`src/rtl/result_deframer.sv`:
```
// Result stream deframer: rebuilds {mode, word_a, word_b} frames from a
// byte-wide strobed input. It checks the header and checksum, aborts on long
// inter-byte gaps, and holds the last good frame on its output registers.
module result_deframer #(
    parameter logic [3:0] HDR_MARK       = 4'hA,
    parameter int         TIMEOUT_CYCLES = 255,
    parameter int         CNT_W          = 8
) (
    input  logic        clk,
    input  logic        rst_n,
    input  logic        ena,
    input  logic [7:0]  in_byte,
    input  logic        in_valid,
    output logic [31:0] word_a,
    output logic [31:0] word_b,
    output logic [2:0]  mode,
    output logic        frame_valid,
    output logic        frame_err,
    output logic [1:0]  err_code,
    output logic        busy
);

    typedef enum logic [1:0] {
        IDLE = 2'd0,
        RX_A = 2'd1,
        RX_B = 2'd2,
        CHK  = 2'd3
    } state_t;

    localparam logic [CNT_W-1:0] GAP_LAST = CNT_W'(TIMEOUT_CYCLES - 1);

    state_t            r_state;
    state_t            w_state_nxt;
    logic [31:0]       r_sh_a;
    logic [31:0]       r_sh_b;
    logic [2:0]        r_sh_mode;
    logic [7:0]        r_xor;
    logic [1:0]        r_idx;
    logic [CNT_W-1:0]  r_gap;
    logic [31:0]       r_word_a;
    logic [31:0]       r_word_b;
    logic [2:0]        r_mode;
    logic              r_frame_valid;
    logic              r_frame_err;
    logic [1:0]        r_err_code;
    logic              r_busy;

    logic              w_accept;
    logic              w_hdr_ok;
    logic              w_timeout;
    logic              w_commit;
    logic              w_err;
    logic [1:0]        w_err_code_nxt;

    assign w_accept  = ena & in_valid;
    assign w_hdr_ok  = (in_byte[7:4] == HDR_MARK) && (in_byte[3] == 1'b0);
    // The increment that would make the gap count reach TIMEOUT_CYCLES aborts.
    assign w_timeout = ena && !in_valid && (r_state != IDLE) && (r_gap == GAP_LAST);

    // Next-state and pulse/error decisions for the frame FSM.
    always_comb begin
        w_state_nxt    = r_state;
        w_commit       = 1'b0;
        w_err          = 1'b0;
        w_err_code_nxt = r_err_code;
        case (r_state)
            IDLE: begin
                if (w_accept && w_hdr_ok) begin
                    if (in_byte[2:0] <= 3'd4) begin
                        w_state_nxt = RX_A;
                    end else begin
                        w_err          = 1'b1;
                        w_err_code_nxt = 2'b11;
                    end
                end else begin
                    w_state_nxt = IDLE;
                end
            end
            RX_A, RX_B: begin
                if (w_accept) begin
                    if (r_idx == 2'd3) begin
                        w_state_nxt = (r_state == RX_A) ? RX_B : CHK;
                    end else begin
                        w_state_nxt = r_state;
                    end
                end else if (w_timeout) begin
                    w_state_nxt    = IDLE;
                    w_err          = 1'b1;
                    w_err_code_nxt = 2'b10;
                end else begin
                    w_state_nxt = r_state;
                end
            end
            CHK: begin
                if (w_accept) begin
                    w_state_nxt = IDLE;
                    if (in_byte == r_xor) begin
                        w_commit = 1'b1;
                    end else begin
                        w_err          = 1'b1;
                        w_err_code_nxt = 2'b01;
                    end
                end else if (w_timeout) begin
                    w_state_nxt    = IDLE;
                    w_err          = 1'b1;
                    w_err_code_nxt = 2'b10;
                end else begin
                    w_state_nxt = CHK;
                end
            end
            default: begin
                w_state_nxt = IDLE;
            end
        endcase
    end

    // State, shadow datapath, gap counter and output registers.
    always_ff @(posedge clk) begin
        if (!rst_n) begin
            r_state       <= IDLE;
            r_sh_a        <= 32'd0;
            r_sh_b        <= 32'd0;
            r_sh_mode     <= 3'd0;
            r_xor         <= 8'd0;
            r_idx         <= 2'd0;
            r_gap         <= '0;
            r_word_a      <= 32'd0;
            r_word_b      <= 32'd0;
            r_mode        <= 3'd0;
            r_frame_valid <= 1'b0;
            r_frame_err   <= 1'b0;
            r_err_code    <= 2'b00;
            r_busy        <= 1'b0;
        end else begin
            // Pulses last one cycle whatever ena does; decisions already need ena.
            r_frame_valid <= w_commit;
            r_frame_err   <= w_err;
            if (ena) begin
                r_state    <= w_state_nxt;
                r_busy     <= (w_state_nxt != IDLE);
                r_err_code <= w_err_code_nxt;
                if ((w_state_nxt == IDLE) || in_valid) begin
                    r_gap <= '0;
                end else begin
                    r_gap <= r_gap + CNT_W'(1);
                end
                if (in_valid) begin
                    case (r_state)
                        IDLE: begin
                            if (w_state_nxt == RX_A) begin
                                r_sh_mode <= in_byte[2:0];
                                r_xor     <= in_byte;
                                r_idx     <= 2'd0;
                            end
                        end
                        RX_A: begin
                            r_sh_a <= {r_sh_a[23:0], in_byte};
                            r_xor  <= r_xor ^ in_byte;
                            r_idx  <= r_idx + 2'd1;
                        end
                        RX_B: begin
                            r_sh_b <= {r_sh_b[23:0], in_byte};
                            r_xor  <= r_xor ^ in_byte;
                            r_idx  <= r_idx + 2'd1;
                        end
                        default: begin
                        end
                    endcase
                end
                if (w_commit) begin
                    r_word_a <= r_sh_a;
                    r_word_b <= r_sh_b;
                    r_mode   <= r_sh_mode;
                end
            end
        end
    end

    assign word_a      = r_word_a;
    assign word_b      = r_word_b;
    assign mode        = r_mode;
    assign frame_valid = r_frame_valid;
    assign frame_err   = r_frame_err;
    assign err_code    = r_err_code;
    assign busy        = r_busy;

endmodule

```
`config.mk`:
```
export PLATFORM = sky130hd
export DESIGN_NAME = result_deframer
export DESIGN_NICKNAME = d
export VERILOG_FILES = /design/src/rtl/result_deframer.sv
export SDC_FILE = /design/constraint.sdc
export NUM_CORES = 1
export LEC_CHECK = 0
export ABC_AREA = 1
export BUFFER_PORTS_ARGS = -buffer_cell sky130_fd_sc_hd__buf_2
export CORE_AREA = 4 4 137 100
export CTS_CLUSTER_DIAMETER = 40
export DETAILED_ROUTE_END_ITERATION = 12
export DIE_AREA = 0 0 141 104
export PLACE_DENSITY = 0.79
export SLEW_MARGIN = 15
export SYNTH_ARGS = -nofsm -noshare
export SYNTH_HDL_FRONTEND = slang
export SYNTH_SLANG_ARGS = --single-unit
```
`constraint.sdc`:
```
create_clock -name clk -period 1.9 [get_ports clk]
set_clock_uncertainty 0.2 [all_clocks]
set_input_delay 0 -clock clk [delete_from_list [all_inputs] [get_ports clk]]
set_output_delay 0 -clock clk [all_outputs]
set_load 0.02 [all_outputs]
```
==> results of run 1 <==
==> metrics by stage <==
step	hold WS, ps	worst slack [ps]	instances
after CTS	27.5	9.16	1096
final	45.1	-42.6	1106
after global placement	138	-2.96	1049
after floorplan	-54.5	-34.3	825
after global routing	63.8	-154	1106
after detailed placement	136	-87.3	1049
==> cell usage after synthesis <==
library cell / n / area share
a21oi_1: 79 / 0.063
dfxtp_1: 159 / 0.50
buf_1: 8 / 0.0048
xnor2_1: 8 / 0.011
clkbuf_1: 34 / 0.020
clkinv_4: 1 / 0.0014
o21a_1: 2 / 0.0024
xor2_1: 6 / 0.0083
nand2_2: 3 / 0.0030
ha_1: 7 / 0.014
buf_6: 6 / 0.011
nand2_4: 3 / 0.0053
inv_2: 2 / 0.0012
a31oi_1: 1 / 0.00099
nand3_1: 74 / 0.059
nor2_1: 169 / 0.10
nor3_1: 1 / 0.00079
nand3b_1: 9 / 0.011
o22ai_1: 2 / 0.0020
o21ai_1: 23 / 0.018
nor2_4: 1 / 0.0018
o211ai_1: 3 / 0.0036
or2_2: 1 / 0.00099
clkinv_1: 1 / 0.00059
and2_1: 1 / 0.00099
buf_4: 2 / 0.0024
nand4_4: 1 / 0.0034
nand2_1: 125 / 0.074
a21boi_1: 1 / 0.0012
buf_2: 8 / 0.0063
nand4_1: 4 / 0.0040
inv_4: 1 / 0.00099
nor2_2: 4 / 0.0040
o21ai_0: 57 / 0.045
inv_1: 18 / 0.011
==> how the worst max path moves through the flow <==
stage / to / slack [ps]
2_1_floorplan: r_idx[1]$_SDFFE_PN0P_ / -30
3_3_place_gp: r_idx[0]$_SDFFE_PN0P_ / -3
3_5_place_dp: r_idx[0]$_SDFFE_PN0P_ / -90
4_1_cts: r_xor[3]$_SDFFE_PN0P_ / 9
5_1_grt: r_idx[0]$_SDFFE_PN0P_ / -150
6_report: r_xor[3]$_SDFFE_PN0P_ / -40
==> layout make-up <==
type | count | area, sq um
clock buffers | 21 | 460
clock inverters | 10 | 135
fillers | 1004 | 4140
inverters | 23 | 104
multi-input cells | 587 | 2940
flip-flops and latches | 159 | 3190
well taps | 162 | 203
repair buffers | 144 | 1070
==> worst reg2reg max path, delay by kind of cell, from the launching register on <==
kind / cells / cell delay (ps)
and+or+nand+nor: 7 / 750
buffers and inverters: 3 / 360
DFF: 1 / 380
adders and majority gates: 1 / 170
==> kinds of logic after synthesis <==
group | Yosys count | share of synthesized area
compound gates | 168 | 0.136
flops | 159 | 0.504
simple gates | 396 | 0.268
buf+inv | 81 | 0.0592
xor+xnor | 14 | 0.0194
fa+ha+maj | 7 | 0.0139
==> report_power, final <==
group | switching, mW | internal, mW
Clock | 1.34 | 2.13
Combinational | 0.276 | 0.159
Sequential | 0.0184 | 3.35
Total | 1.63 | 5.64
==> routing by layer <==
layer  vias up  GRT usage
met3        35     0.0556
met1      2854      0.316
met2       238      0.326
met5         -          0
met4         0     0.0629
li1       2922          -
==> flip-flops by register name (all words and copies together) (netlist names) <==
register	count
word_b	32
busy	1
word_a	32
r_sh_mode	3
r_idx	2
mode	3
frame_valid	1
frame_err	1
r_gap	8
r_xor	8
err_code	2
r_sh_b	32
r_state	2
r_sh_a	32
==> what timing repair did <==
| action | in CTS | in global routing |
|---|---|---|
| hold buffers | 12 | 0 |
| gates resized for setup | 5 | 43 |
| endpoints found under the hold margin | 39 | 0 |
| setup endpoints to repair | 21 | 103 |
| pin swaps | 4 | 22 |
| cloned | 0 | 6 |
| buffers inserted | 4 | 4 |
==> flow_metrics.env, run 1 <==
export IMPL_outcome="finished, violations left"
export IMPL_violations="negative setup slack"
export IMPL_clock_sinks=159
export IMPL_min_path_cells=3
export IMPL_critical_path_class="reg -> reg"
export IMPL_row_count=34
export IMPL_cp_common_cell="buf_4"
export IMPL_crit_start="r_state[0]$_SDFFE_PN0P_"
export IMPL_rsz0062_at_grt="true"
export IMPL_met3_length_mm=1.21
export IMPL_io_pins=84
export IMPL_maxCapViolCount=0
export IMPL_end_kind="register"
export IMPL_die_area_sq_um=14700
export IMPL_drtPass1Iterations=8
export IMPL_route_met2_wl_mm=8.17
export IMPL_r2r_setup_slack_ps=-40
export IMPL_crit_family="simple AND/OR/NAND/NOR gates"
export IMPL_fin_crit_ps=1940
export IMPL_die_height_microns=104
export IMPL_design_core_area_sq_um=12300
export IMPL_dpl_cell_area_sq_um=7030
export IMPL_slowest_stage="dfxtp_4"
export IMPL_finalSetupViolCount=9
export IMPL_finalCritPeriodShare=1.02
export IMPL_fmax_mhz=515
export IMPL_place_hpwl_mm=10.4
export IMPL_nets=951
export IMPL_wire_per_inst_microns=16.0
export IMPL_tightestPinTransition_ps=784
export IMPL_ant_nets=0
export IMPL_highest_layer="met4"
export IMPL_ir_worst_vdd_uv=624
export IMPL_hold_end="r_sh_b[27]$_SDFFE_PN0P_"
export IMPL_yosysWarnings=0
export IMPL_syn_area_per_cell_sq_um=7.66
export IMPL_r2r_end="r_xor[3]$_SDFFE_PN0P_"
export IMPL_grt_pass1_vias=5401
export IMPL_hold_violations=0
export IMPL_cp_num_buf_inv=3
export IMPL_cts_root_buf="clkbuf_16"
export IMPL_cp_slowest_stage_delay_ps=380
export IMPL_grt_max_degree=82
export IMPL_yosysSeqAreaShare=0.504
export IMPL_gr_usage_all_layers=0.220
export IMPL_viasPerCell=5.47
export IMPL_ys_types=35
export IMPL_layout_setup_ws_ps=-42.6
export IMPL_clockBufferDepth=2
export IMPL_power_mw=7.27
export IMPL_grt_pass1_wl_mm=26.8
export IMPL_fin_tns_setup_ps=-207
export IMPL_wl_met1_mm=8.02
export IMPL_crit_arrival_ps=2080
export IMPL_fin_util=0.662
export IMPL_cp_depth=11
export IMPL_required_ps=2040
export IMPL_dr_first_iter_drc_count=645
export IMPL_crit_chain="inv_4 > ha_4 > buf_4 > nand4_1 > nand2_2 > nor2_4 > buf_4 > nand2_8 > nand3b_1 > nand2_1 > nor2_1"
export IMPL_timing_rr_start="r_state[0]$_SDFFE_PN0P_"
export IMPL_cp_max_fo=6
export IMPL_die_w_microns=141
export IMPL_htreeDepth=4
export IMPL_grt_ovfl_total=0
export IMPL_syn_nets=844
export IMPL_initial_utilization=0.516
export IMPL_vias=6049
export IMPL_final_cell_mix="nor2_1 (165), dfxtp_1 (152), nand2_1 (118), buf_2 (82), a21oi_1 (77)"
export IMPL_ff2ff_path_depth=11
export IMPL_drive_above_1_share=0.227
export IMPL_startpoint_type="register"
export IMPL_slew_limit_headroom=0.474
export IMPL_min_from="rst_n"
export IMPL_numCtsBuffers=17
export IMPL_gp_congestion=0.910
export IMPL_netlist_area_sq_um=6320
export IMPL_holdCritPathClass="in -> reg"
export IMPL_clk_pin_slew_ps=60
export IMPL_syn_inst=825
export IMPL_power_density_nw_per_um2=897
export IMPL_mostFrequentLayoutCell="nor2_1"
export IMPL_area_growth_pct=28.3
export IMPL_wirelength_mm=17.7
export IMPL_io_buffers=83
export IMPL_finalMaxSlewViolations=0
export IMPL_design_area_sq_um=8110
export IMPL_cts_tree="built"
export IMPL_synth_seq_cells=159
export IMPL_leakagePower_nw=3.68
export IMPL_antenna_found_initial=0
export IMPL_antennaDiodeCount=0
export IMPL_remaining_drc_errors=0
export IMPL_clk_latency_ps=420
No activity file was read; power rests on OpenSTA's default activity.
==> run 2: changes to the inputs <==
Settings changed: PLACE_DENSITY 0.79 to 0.76.
==> run 2 against run 1 <==
Compared with the run above: the run still ends with negative setup slack left; utilization shrank 1.1 points; clock power down 3%; sequential cell count unchanged; first-iteration DRC count is 14% lower; die area unchanged; global-route usage fell by 0.77 points; fmax decreased by 2.6%; via count is 1.4% lower; wire length shrank 4.1%; power fell by 1.7%; setup slack got worse by 52 ps; sequential share of layout area is 0.58 points higher; critical path type unchanged; largest cell class unchanged; highest routed layer unchanged.
==> flow_metrics.env, run 2 (synthesis gave the netlist of run 1 again) <==
export IMPL_wire_per_inst_microns=15.5
export IMPL_outcome="finished, violations left"
export IMPL_vias=5966
export IMPL_drive_above_1_share=0.209
export IMPL_fin_crit_ps=2000
export IMPL_grt_ovfl_total=0
export IMPL_wirelength_mm=17.0
export IMPL_initial_utilization=0.516
export IMPL_row_count=34
export IMPL_die_w_microns=141
export IMPL_drtPass1Iterations=5
export IMPL_startpoint_type="register"
export IMPL_die_height_microns=104
export IMPL_io_pins=84
export IMPL_die_area_sq_um=14700
export IMPL_fmax_mhz=501
export IMPL_end_kind="register"
export IMPL_required_ps=2050
export IMPL_fin_util=0.651
export IMPL_mostFrequentLayoutCell="nor2_1"
export IMPL_power_mw=7.15
export IMPL_area_growth_pct=26.1
export IMPL_clockBufferDepth=2
export IMPL_grt_pass1_vias=5288
export IMPL_cts_tree="built"
export IMPL_remaining_drc_errors=0
export IMPL_violations="negative setup slack"
export IMPL_htreeDepth=4
export IMPL_hold_violations=0
export IMPL_power_density_nw_per_um2=896
export IMPL_finalMaxSlewViolations=0
export IMPL_clock_sinks=159
export IMPL_clk_pin_slew_ps=60
export IMPL_gr_usage_all_layers=0.212
export IMPL_viasPerCell=5.44
export IMPL_fillers=1071
export IMPL_antenna_found_initial=0
export IMPL_antennaDiodeCount=0
export IMPL_slew_limit_headroom=0.741
export IMPL_dr_first_iter_drc_count=556
export IMPL_layout_setup_ws_ps=-95.0
export IMPL_design_core_area_sq_um=12300
export IMPL_finalSetupViolCount=15
export IMPL_crit_arrival_ps=2140
export IMPL_grt_max_degree=82
export IMPL_ant_nets=0
export IMPL_leakagePower_nw=3.62
export IMPL_rsz0062_at_grt="true"
export IMPL_clk_latency_ps=420
export IMPL_pre_cts_ws_ps=-95.2
export IMPL_gp_congestion=0.908
export IMPL_fin_tns_setup_ps=-356
export IMPL_ir_worst_vdd_uv=666
export IMPL_cts_root_buf="clkbuf_16"
export IMPL_grt_pass1_wl_mm=25.9
export IMPL_numCtsBuffers=17
export IMPL_critical_path_class="reg -> reg"
export IMPL_finalCritPeriodShare=1.05
export IMPL_holdCritPathClass="reg -> reg"
export IMPL_io_buffers=83
export IMPL_nets=941
export IMPL_maxCapViolCount=0
export IMPL_final_cell_mix="nor2_1 (166), dfxtp_1 (156), nand2_1 (120), buf_2 (83), a21oi_1 (76)"
export IMPL_tightestPinTransition_ps=385
export IMPL_place_hpwl_mm=10.0
export IMPL_cp_max_fo=5
run 2: changes by cell type in the layout (fill, tap and decap cells not counted), sizes merged:
cell          delta
bufinv           -1
buf             -10
dlymetal6s4s     -1
nand2            +2
clkinv           +2
inv              -1
run 2: what timing repair did:
| item | 4_1_cts | 5_1_grt |
|---|---|---|
| resized for setup | 6 | 35 |
| pin swaps | 2 | 15 |
| gates cloned | 0 | 6 |
| endpoints found under the hold margin | 159 | 0 |
| setup buffers | 1 | 4 |
| endpoints found under the setup margin | 21 | 113 |
| hold buffers | 11 | 0 |
run 2: power breakdown:
part	leakage (nW)	total, mW	switching [mW]	internal [mW]
Sequential	1.28	3.37	0.0164	3.35
Combinational	2.05	0.418	0.268	0.150
Clock	0.284	3.36	1.36	2.00
run 2: stage by stage:
step                std cells  hold WS (ps)  area [sq um]
floorplan                 825         -54.5          6340
global placement         1043           143          6970
detailed placement       1043           146          6970
CTS                      1087           257          7690
global route             1097           278          7970
finish                   1097           259          7970
run 2: metal layers:
metal	share of wire	GRT usage
met4	0.012	0.0546
met5	0	0
met1	0.47	0.303
met3	0.074	0.0538
met2	0.45	0.319
run 2: final cells by class:
cell class                 instances  area (sq um)  share of cell area
clock buffer                      22           464              0.0582
clock inverter                    10           110              0.0138
inverter                          23           101              0.0127
multi-input combinational        589          2960               0.371
sequential                       159          3190               0.400
tap                              162           203              0.0254
timing repair buffer             132           952               0.119
run 2: critical path: stages, from the launching register on:
cell and delay, ps:
dfxtp_2 370, inv_2 70, ha_4 180, inv_4 60
nand2_4 50, nor2_4 100, nand3_2 100, nand3_2 100
nand2_2 70, inv_4 100, buf_12 110, nand2_4 80
nand2_4 120, a21oi_1 80, nor2_1 160
run 2: path summary, 6_finish.rpt:
path | slack [ps] | cells past startpoint | endpoint | startpoint
worst max-delay path | -100 | 14 | r_xor[1]$_SDFFE_PN0P_ | r_state[1]$_SDFFE_PN0P_
worst min-delay path | 260 | 1 | busy$_SDFFE_PN0P_ | busy$_SDFFE_PN0P_
worst max register to register | -100 | 14 | r_xor[1]$_SDFFE_PN0P_ | r_state[1]$_SDFFE_PN0P_
worst min register to register | 260 | 1 | busy$_SDFFE_PN0P_ | busy$_SDFFE_PN0P_
